[src/rtl/tl_pkg.sv]
// Shared types and constants for the transaction-layer egress merge path.
// Holds the word layout, FSM state encoding and counter read-back select codes.
package tl_pkg;

  localparam int DATA_W  = 12;
  localparam int CLS_LSB = 8;
  localparam int CLS_MSB = 9;
  localparam int NSRC    = 4;

  typedef enum logic [1:0] {
    ST_RESET  = 2'd0,
    ST_INIT   = 2'd1,
    ST_IDLE   = 2'd2,
    ST_ACTIVE = 2'd3
  } tl_state_e;

  localparam logic [2:0] IDX_P0  = 3'd0;
  localparam logic [2:0] IDX_P1  = 3'd1;
  localparam logic [2:0] IDX_P2  = 3'd2;
  localparam logic [2:0] IDX_P3  = 3'd3;
  localparam logic [2:0] IDX_OCC = 3'd4;

  // Stamp the source class into the class field of a forwarded word.
  function automatic logic [DATA_W-1:0] tag_class(input logic [DATA_W-1:0] word,
                                                  input logic [1:0]        cls);
    logic [DATA_W-1:0] t;
    t = word;
    t[CLS_MSB:CLS_LSB] = cls;
    return t;
  endfunction

endpackage

[src/rtl/tl_sync_fifo.sv]
// Single-clock FIFO with combinational head word; pushes while full and pops
// while empty are ignored, so callers decide what those events mean.
module tl_sync_fifo #(
  parameter int DEPTH = 4,
  parameter int WIDTH = 12
) (
  input  logic                         clk,
  input  logic                         reset,
  input  logic                         push,
  input  logic                         pop,
  input  logic [WIDTH-1:0]             wdata,
  output logic [WIDTH-1:0]             rdata,
  output logic                         full,
  output logic                         empty,
  output logic [$clog2(DEPTH+1)-1:0]   count
);

  localparam int PTR_W = (DEPTH > 1) ? $clog2(DEPTH) : 1;
  localparam int CNT_W = $clog2(DEPTH + 1);

  logic [WIDTH-1:0] mem_r [DEPTH];
  logic [PTR_W-1:0] wr_ptr_r;
  logic [PTR_W-1:0] rd_ptr_r;
  logic [CNT_W-1:0] count_r;
  logic             wr_en_s;
  logic             rd_en_s;

  function automatic logic [PTR_W-1:0] next_ptr(input logic [PTR_W-1:0] p);
    return (p == PTR_W'(DEPTH - 1)) ? '0 : p + PTR_W'(1);
  endfunction

  assign wr_en_s = push && (count_r != CNT_W'(DEPTH));
  assign rd_en_s = pop && (count_r != '0);
  assign rdata   = mem_r[rd_ptr_r];
  assign full    = (count_r == CNT_W'(DEPTH));
  assign empty   = (count_r == '0);
  assign count   = count_r;

  // Storage array; contents are don't-care whenever the count says empty.
  always_ff @(posedge clk) begin
    if (wr_en_s) begin
      mem_r[wr_ptr_r] <= wdata;
    end
  end

  // Pointers and occupancy; simultaneous push and pop leave the count unchanged.
  always_ff @(posedge clk) begin
    if (reset) begin
      wr_ptr_r <= '0;
      rd_ptr_r <= '0;
      count_r  <= '0;
    end else begin
      if (wr_en_s) wr_ptr_r <= next_ptr(wr_ptr_r);
      if (rd_en_s) rd_ptr_r <= next_ptr(rd_ptr_r);
      count_r <= count_r + CNT_W'(wr_en_s) - CNT_W'(rd_en_s);
    end
  end

endmodule

[src/rtl/tl_merge_arbiter.sv]
// Merges four per-class input queues into one output queue with a strict-priority
// arbiter (P0 highest), threshold throttling and per-source forwarded-word counters.
module tl_merge_arbiter
  import tl_pkg::*;
#(
  parameter int         IN_DEPTH   = 4,
  parameter int         OUT_DEPTH  = 8,
  parameter int         CNT_W      = 5,
  parameter logic [2:0] UB_DEFAULT = 3'd1,
  parameter logic [2:0] UA_DEFAULT = 3'd6
) (
  input  logic              clk,
  input  logic              reset,
  input  logic              init,
  input  logic [2:0]        umbral_bajo,
  input  logic [2:0]        umbral_alto,
  input  logic              push_in_p0,
  input  logic              push_in_p1,
  input  logic              push_in_p2,
  input  logic              push_in_p3,
  input  logic [DATA_W-1:0] data_in_p0,
  input  logic [DATA_W-1:0] data_in_p1,
  input  logic [DATA_W-1:0] data_in_p2,
  input  logic [DATA_W-1:0] data_in_p3,
  output logic              full_in_p0,
  output logic              full_in_p1,
  output logic              full_in_p2,
  output logic              full_in_p3,
  input  logic              pop_out,
  output logic [DATA_W-1:0] data_out,
  output logic              empty_out,
  output logic              almost_full_out,
  output logic              almost_empty_out,
  input  logic              req,
  input  logic [2:0]        idx,
  output logic              counter_valid,
  output logic [CNT_W-1:0]  counter_out,
  output logic              idle,
  output logic              error
);

  localparam int ICNT_W = $clog2(IN_DEPTH + 1);
  localparam int OCNT_W = $clog2(OUT_DEPTH + 1);

  logic [DATA_W-1:0] din_s   [NSRC];
  logic [DATA_W-1:0] head_s  [NSRC];
  logic [ICNT_W-1:0] icount_s[NSRC];
  logic [NSRC-1:0]   push_s, pop_s, full_s, empty_s, nonempty_next_s;
  logic [1:0]        src_s;
  logic              grant_s, room_s, out_pop_s, out_full_s, out_empty_s, err_set_s;
  logic [DATA_W-1:0] fwd_s, out_head_s;
  logic [OCNT_W-1:0] out_count_s, out_count_next_s;
  logic [2:0]        ub_next_s, ua_next_s, ub_r, ua_r;
  logic [CNT_W-1:0]  sel_s, cout_r;
  logic [CNT_W-1:0]  cnt_r [NSRC];
  logic [DATA_W-1:0] data_out_r;
  logic              af_r, ae_r, cval_r, err_r, idle_r;
  tl_state_e         state_r, state_next_s;

  assign din_s[0] = data_in_p0;
  assign din_s[1] = data_in_p1;
  assign din_s[2] = data_in_p2;
  assign din_s[3] = data_in_p3;
  assign push_s   = {push_in_p3, push_in_p2, push_in_p1, push_in_p0};
  assign {full_in_p3, full_in_p2, full_in_p1, full_in_p0} = full_s;

  for (genvar k = 0; k < NSRC; k++) begin : g_in
    tl_sync_fifo #(.DEPTH(IN_DEPTH), .WIDTH(DATA_W)) u_fifo (
      .clk(clk), .reset(reset), .push(push_s[k]), .pop(pop_s[k]), .wdata(din_s[k]),
      .rdata(head_s[k]), .full(full_s[k]), .empty(empty_s[k]), .count(icount_s[k])
    );
  end

  tl_sync_fifo #(.DEPTH(OUT_DEPTH), .WIDTH(DATA_W)) u_out_fifo (
    .clk(clk), .reset(reset), .push(grant_s), .pop(pop_out), .wdata(fwd_s),
    .rdata(out_head_s), .full(out_full_s), .empty(out_empty_s), .count(out_count_s)
  );

  // Strict-priority grant, gated by the registered occupancy against the high threshold.
  always_comb begin
    grant_s = 1'b0;
    src_s   = 2'd0;
    room_s  = (out_count_s < OCNT_W'(ua_r)) && !out_full_s;
    if ((state_r == ST_ACTIVE) && room_s) begin
      if (!empty_s[0]) begin
        grant_s = 1'b1; src_s = 2'd0;
      end else if (!empty_s[1]) begin
        grant_s = 1'b1; src_s = 2'd1;
      end else if (!empty_s[2]) begin
        grant_s = 1'b1; src_s = 2'd2;
      end else if (!empty_s[3]) begin
        grant_s = 1'b1; src_s = 2'd3;
      end else begin
        grant_s = 1'b0;
      end
    end else begin
      grant_s = 1'b0;
    end
    pop_s = grant_s ? (NSRC'(1) << src_s) : '0;
    fwd_s = tag_class(head_s[src_s], src_s);
  end

  // Post-edge occupancy: lets IDLE wake on the push edge so a word moves one edge later.
  always_comb begin
    nonempty_next_s = '0;
    for (int k = 0; k < NSRC; k++) begin
      nonempty_next_s[k] = (icount_s[k] + ICNT_W'(push_s[k] && !full_s[k])
                            - ICNT_W'(pop_s[k])) != '0;
    end
    out_pop_s        = pop_out && !out_empty_s;
    out_count_next_s = out_count_s + OCNT_W'(grant_s) - OCNT_W'(out_pop_s);
    err_set_s        = (pop_out && out_empty_s) || (|(push_s & full_s));
  end

  // Next-state logic and threshold capture window.
  always_comb begin
    state_next_s = state_r;
    case (state_r)
      ST_RESET:  state_next_s = init ? ST_INIT : ST_IDLE;
      ST_INIT:   state_next_s = init ? ST_INIT : ST_IDLE;
      ST_IDLE:   state_next_s = init ? ST_INIT : (|nonempty_next_s ? ST_ACTIVE : ST_IDLE);
      ST_ACTIVE: state_next_s = init ? ST_INIT : (|nonempty_next_s ? ST_ACTIVE : ST_IDLE);
      default:   state_next_s = ST_RESET;
    endcase
    if ((state_r == ST_INIT) && init) begin
      ub_next_s = umbral_bajo;
      ua_next_s = umbral_alto;
    end else begin
      ub_next_s = ub_r;
      ua_next_s = ua_r;
    end
  end

  // Counter read-back select; unused codes read as zero.
  always_comb begin
    case (idx)
      IDX_P0:  sel_s = cnt_r[0];
      IDX_P1:  sel_s = cnt_r[1];
      IDX_P2:  sel_s = cnt_r[2];
      IDX_P3:  sel_s = cnt_r[3];
      IDX_OCC: sel_s = CNT_W'(out_count_s);
      default: sel_s = '0;
    endcase
  end

  // State, thresholds, output word, flags, counters and sticky error.
  always_ff @(posedge clk) begin
    if (reset) begin
      state_r    <= ST_RESET;
      ub_r       <= UB_DEFAULT;
      ua_r       <= UA_DEFAULT;
      data_out_r <= '0;
      af_r       <= 1'b0;
      ae_r       <= 1'b1;
      cval_r     <= 1'b0;
      cout_r     <= '0;
      err_r      <= 1'b0;
      idle_r     <= 1'b0;
      for (int k = 0; k < NSRC; k++) cnt_r[k] <= '0;
    end else begin
      state_r <= state_next_s;
      ub_r    <= ub_next_s;
      ua_r    <= ua_next_s;
      if (out_pop_s) data_out_r <= out_head_s;
      af_r    <= (out_count_next_s >= OCNT_W'(ua_next_s));
      ae_r    <= (out_count_next_s <= OCNT_W'(ub_next_s));
      if (grant_s) cnt_r[src_s] <= cnt_r[src_s] + CNT_W'(1);
      cval_r  <= req;
      if (req) cout_r <= sel_s;
      if (err_set_s) err_r <= 1'b1;
      idle_r  <= (state_next_s == ST_IDLE);
    end
  end

  assign data_out         = data_out_r;
  assign empty_out        = out_empty_s;
  assign almost_full_out  = af_r;
  assign almost_empty_out = ae_r;
  assign counter_valid    = cval_r;
  assign counter_out      = cout_r;
  assign idle             = idle_r;
  assign error            = err_r;

endmodule

[config.mk]
export PLATFORM = sky130hd
export DESIGN_NAME = tl_merge_arbiter
export DESIGN_NICKNAME = d
export VERILOG_FILES = /design/src/rtl/tl_pkg.sv /design/src/rtl/tl_sync_fifo.sv /design/src/rtl/tl_merge_arbiter.sv
export SDC_FILE = /design/constraint.sdc
export NUM_CORES = 1
export LEC_CHECK = 0
export ABC_AREA = 1
export CORE_MARGIN = 3
export CORE_UTILIZATION = 40
export DETAILED_ROUTE_END_ITERATION = 16
export GPL_TIMING_DRIVEN = 0
export PLACE_DENSITY_LB_ADDON = 0.05
export SYNTH_ARGS = -nofsm -noshare
export SYNTH_HDL_FRONTEND = slang
export SYNTH_SLANG_ARGS = --single-unit
[constraint.sdc]
create_clock -name clk -period 7.9 [get_ports clk]
set_input_delay 1.975 -clock clk [delete_from_list [all_inputs] [get_ports clk]]
set_output_delay 1.975 -clock clk [all_outputs]
set_load 0.01 [all_outputs]
==> flow_summary_export.csv <==
group,metric,value,unit
synthesis,syn_inst,1326,
synthesis,netlist_area,15100,µm²
global_route,grt_max_degree,18,
route,remaining_drc_errors,0,
global_route,grt_overflow,0,
synthesis,synth-seq-area-share,0.648,
floorplanning,core_region_area,37000,µm²
floorplanning,dieWidth,201,µm
clock_tree,numClockSinks,352,
sta,rsz0062_at_grt,"no",
setup_path,crit_type,"input pin to flip-flop",
cells_and_area,multi_input_area,4680,µm²
cells_and_area,layout_common_cells,"edfxtp_1 (276), nor2_1 (240), nand2_1 (140)",
run_status,status,"finished, final reports clean",
sta,finalCritPeriodShare,0.650,
clock_tree,ctsHoldBuffers,0,
sta,hold_violations,0,
setup_path,slowest_stage,"nor2_1",
route,drtAntennaViolNets,0,
global_route,track_usage,0.188,
synthesis,synth.distinct_cells,47,
synthesis,synth-seq-cells,352,
setup_path,crit_chain,"clkdlybuf4s50_1 -> inv_1 -> nor2_1 -> clkbuf_1 -> ha_1 -> inv_1 -> ha_1 -> inv_1 -> fa_1 -> xnor2_1 -> ha_1 -> a21oi_1 -> o21ai_0 -> nand2_1 -> nand2_1 -> nand2_1",
setup_path,path_delay_family,"buffers and inverters",
power_and_ir_drop,switchingPower,1690,µW
clock_tree,cts_resized,0,
power_and_ir_drop,vdd_ir_drop_max,0.160,mV
cells_and_area,drive_gt1_frac,0.0759,
clock_tree,htree_num_levels,2,
clock_tree,clockBufferDepth,3,
synthesis,syn_nets,1458,
floorplanning,die-area,40200,µm²
route,num_vias,10100,
sta,clock.fmax,195,MHz
route,wl,38500,µm
sta,slew_headroom,0.305,
clock_tree,post_cts_buffers,0,
route,avgViaCountPerCell,5.09,
global_route,grt_pass1_vias,10100,
setup_path,crit_required,8.37,ns
power_and_ir_drop,intPower,3690,µW
floorplanning,rows,70,
power_and_ir_drop,combPwrFrac,0.249,
floorplanning,initial_core_util,0.410,
route,drtIter0Drc,613,
setup_path,crit_path_end_kind,"flip-flop",
clock_tree,clk_pin_slew,0.06,ns
sta,tightest_slew,1.04,ns
sta,finalSetupTns,0,ns
sta,finalClockSkew,0.00970,ns
setup_path,start_kind,"input pin",
power_and_ir_drop,p_leak,0.00661,µW
power_and_ir_drop,seqPwrFrac,0.428,
power_and_ir_drop,p_per_area,300,nW/µm²
clock_tree,clock-root-buffer,"clkbuf_16",
min_path,min_path_type,"flip-flop to flip-flop",
setup_path,critical_path_arrival,5.60,ns
cells_and_area,area_delta_synth_final,18.5,%
route,avgRoutedWirePerCell,19.3,µm
cells_and_area,seq_area,9810,µm²
global_route,grt_antenna_before_repair,0,
run,cap_violations,0,
place,dp_hpwl,26400,µm
place,port_buffers,83,
floorplanning,io-pin-count,93,
setup_path,max_stage_delay,0.59,ns
sta,period_needed,5.13,ns
place,dp_cells,1921,
synthesis,synth.avg_cell_area,11.4,µm²
cells_and_area,final_common_cell,"edfxtp_1",
sta,maxSlewViolCount,0,
power_and_ir_drop,p_sw_frac,0.314,
cells_and_area,nNetsFinal,1590,
setup_path,path_max_fanout,10,
clock_tree,clkLatencyLatePin,0.54,ns
global_route,grt_pass1_wl,58800,µm
clock_tree,cts_tree,"yes",
floorplanning,die_height,201,µm
sta,setup_viol,0,
clock_tree,cts_buffers,39,
cells_and_area,antennaDiodeCount,0,
synthesis,ys_warn_count,0,
cells_and_area,nFillCells,3462,
route,first_pass_iters,7,
setup_path,path_buf_inv,5,
cells_and_area,finalNonFillerCells,1992,
power_and_ir_drop,p_clk_frac,0.322,
power_and_ir_drop,finalPower,5390,µW
place,place.gp.congestion,0.790,
-- per-stage QoR --
step | utilization | setup slack [ns] | hold WS [ns] | instance area, µm²
2_1_floorplan | - | 3.54 | 0.463 | 15100
3_3_place_gp | 0.449 | 2.27 | 0.453 | 16600
5_1_grt | 0.486 | 2.58 | 0.485 | 17900
3_5_place_dp | 0.453 | 2.25 | 0.456 | 16700
6_report | 0.486 | 2.77 | 0.461 | 17900
4_1_cts | 0.486 | 2.82 | 0.465 | 17900
-- synthesized netlist by cell type (all sizes together) --
| cell type | count | share of area |
|---|---|---|
| edfxtp | 276 | 0.55 |
| o32ai | 52 | 0.030 |
| xor2 | 3 | 0.0017 |
| and3 | 1 | 0.00041 |
| fa | 10 | 0.013 |
| inv | 125 | 0.031 |
| o21ai | 103 | 0.034 |
| nand3b | 2 | 0.00099 |
| a22oi | 11 | 0.0055 |
| a31oi | 2 | 0.00083 |
| a21oi | 42 | 0.015 |
| a21boi | 1 | 0.00050 |
| xnor2 | 2 | 0.0012 |
| nor4 | 2 | 0.00083 |
| mux2i | 14 | 0.0092 |
| dfxtp | 76 | 0.10 |
| buf | 9 | 0.0033 |
| nand4 | 4 | 0.0017 |
| nand2 | 146 | 0.038 |
| o211a | 4 | 0.0026 |
| nor3 | 13 | 0.0043 |
| o21bai | 1 | 0.00050 |
| o211ai | 13 | 0.0064 |
| o21a | 1 | 0.00050 |
| nor2 | 253 | 0.067 |
| clkbuf | 45 | 0.011 |
| nand3 | 36 | 0.013 |
| a221oi | 1 | 0.00058 |
| a211oi | 6 | 0.0030 |
| o221ai | 12 | 0.0069 |
| o2111ai | 1 | 0.00058 |
| clkinv | 3 | 0.00074 |
| ha | 56 | 0.046 |
-- logic make-up after synthesis --
logic type | count (synthesis) | synth area share
mux | 14 | 0.00925
buf+inv | 182 | 0.0463
flops | 352 | 0.648
fa+ha+maj | 66 | 0.0595
xor+xnor | 5 | 0.00289
compound gates | 250 | 0.107
simple gates | 457 | 0.127
-- layout make-up --
cell class	count	area share
clock inverter	23	0.00941
multi-input combinational	792	0.261
sequential	352	0.547
timing repair buffer	91	0.0511
tap	504	0.0351
clock buffer	48	0.0580
buffer	54	0.0122
inverter	128	0.0269
-- flip-flops by register name, summed over array words and instances (netlist names), 4 cells and up, named ones only --
signal and flops:
g_in.u_fifo.mem_r 160, u_out_fifo.mem_r 96, cnt_r 20, data_out 12
g_in.u_fifo.count 12, g_in.u_fifo.rd_ptr_r 8, g_in.u_fifo.wr_ptr_r 8, counter_out 5
u_out_fifo.count 4
-- worst paths after layout --
check | from | to | slack (ns) | depth (start not counted)
hold reg to reg | data_out[9] | data_out[9] | 0.46 | 2
setup / recovery | pop_out | almost_empty_out | 2.77 | 16
setup reg to reg | u_out_fifo.count[3] | almost_empty_out | 3.91 | 18
hold / removal | data_out[9] | data_out[9] | 0.46 | 2
-- worst register-to-register path, delay by kind of cell, from the launching register on --
kind / cells / cell delay, ns
flops: 1 / 0.36
simple gates: 5 / 0.87
buf+inv: 5 / 0.85
fa+ha+maj: 5 / 1.38
compound gates: 2 / 0.22
xor+xnor: 1 / 0.25
-- power by group through the flow --
stage	Sequential [µW]	Combinational [µW]	Clock, µW
floorplan	2340	862	0
global placement	2340	1330	0
detailed placement	2350	1350	0
CTS	2310	1360	1770
global route	2330	1500	1850
finish	2310	1340	1740
-- routing by layer --
metal / vias up / GRT usage / routed length [µm] / part of all wire
li1: 4954 / - / - / -
met1: 4932 / 0.259 / 17700 / 0.46
met2: 207 / 0.311 / 18100 / 0.47
met3: 50 / 0.0285 / 1660 / 0.043
met4: 0 / 0.0545 / 959 / 0.025
met5: - / 0 / 0 / 0
Note: power is estimated with default switching activity, not from simulation.
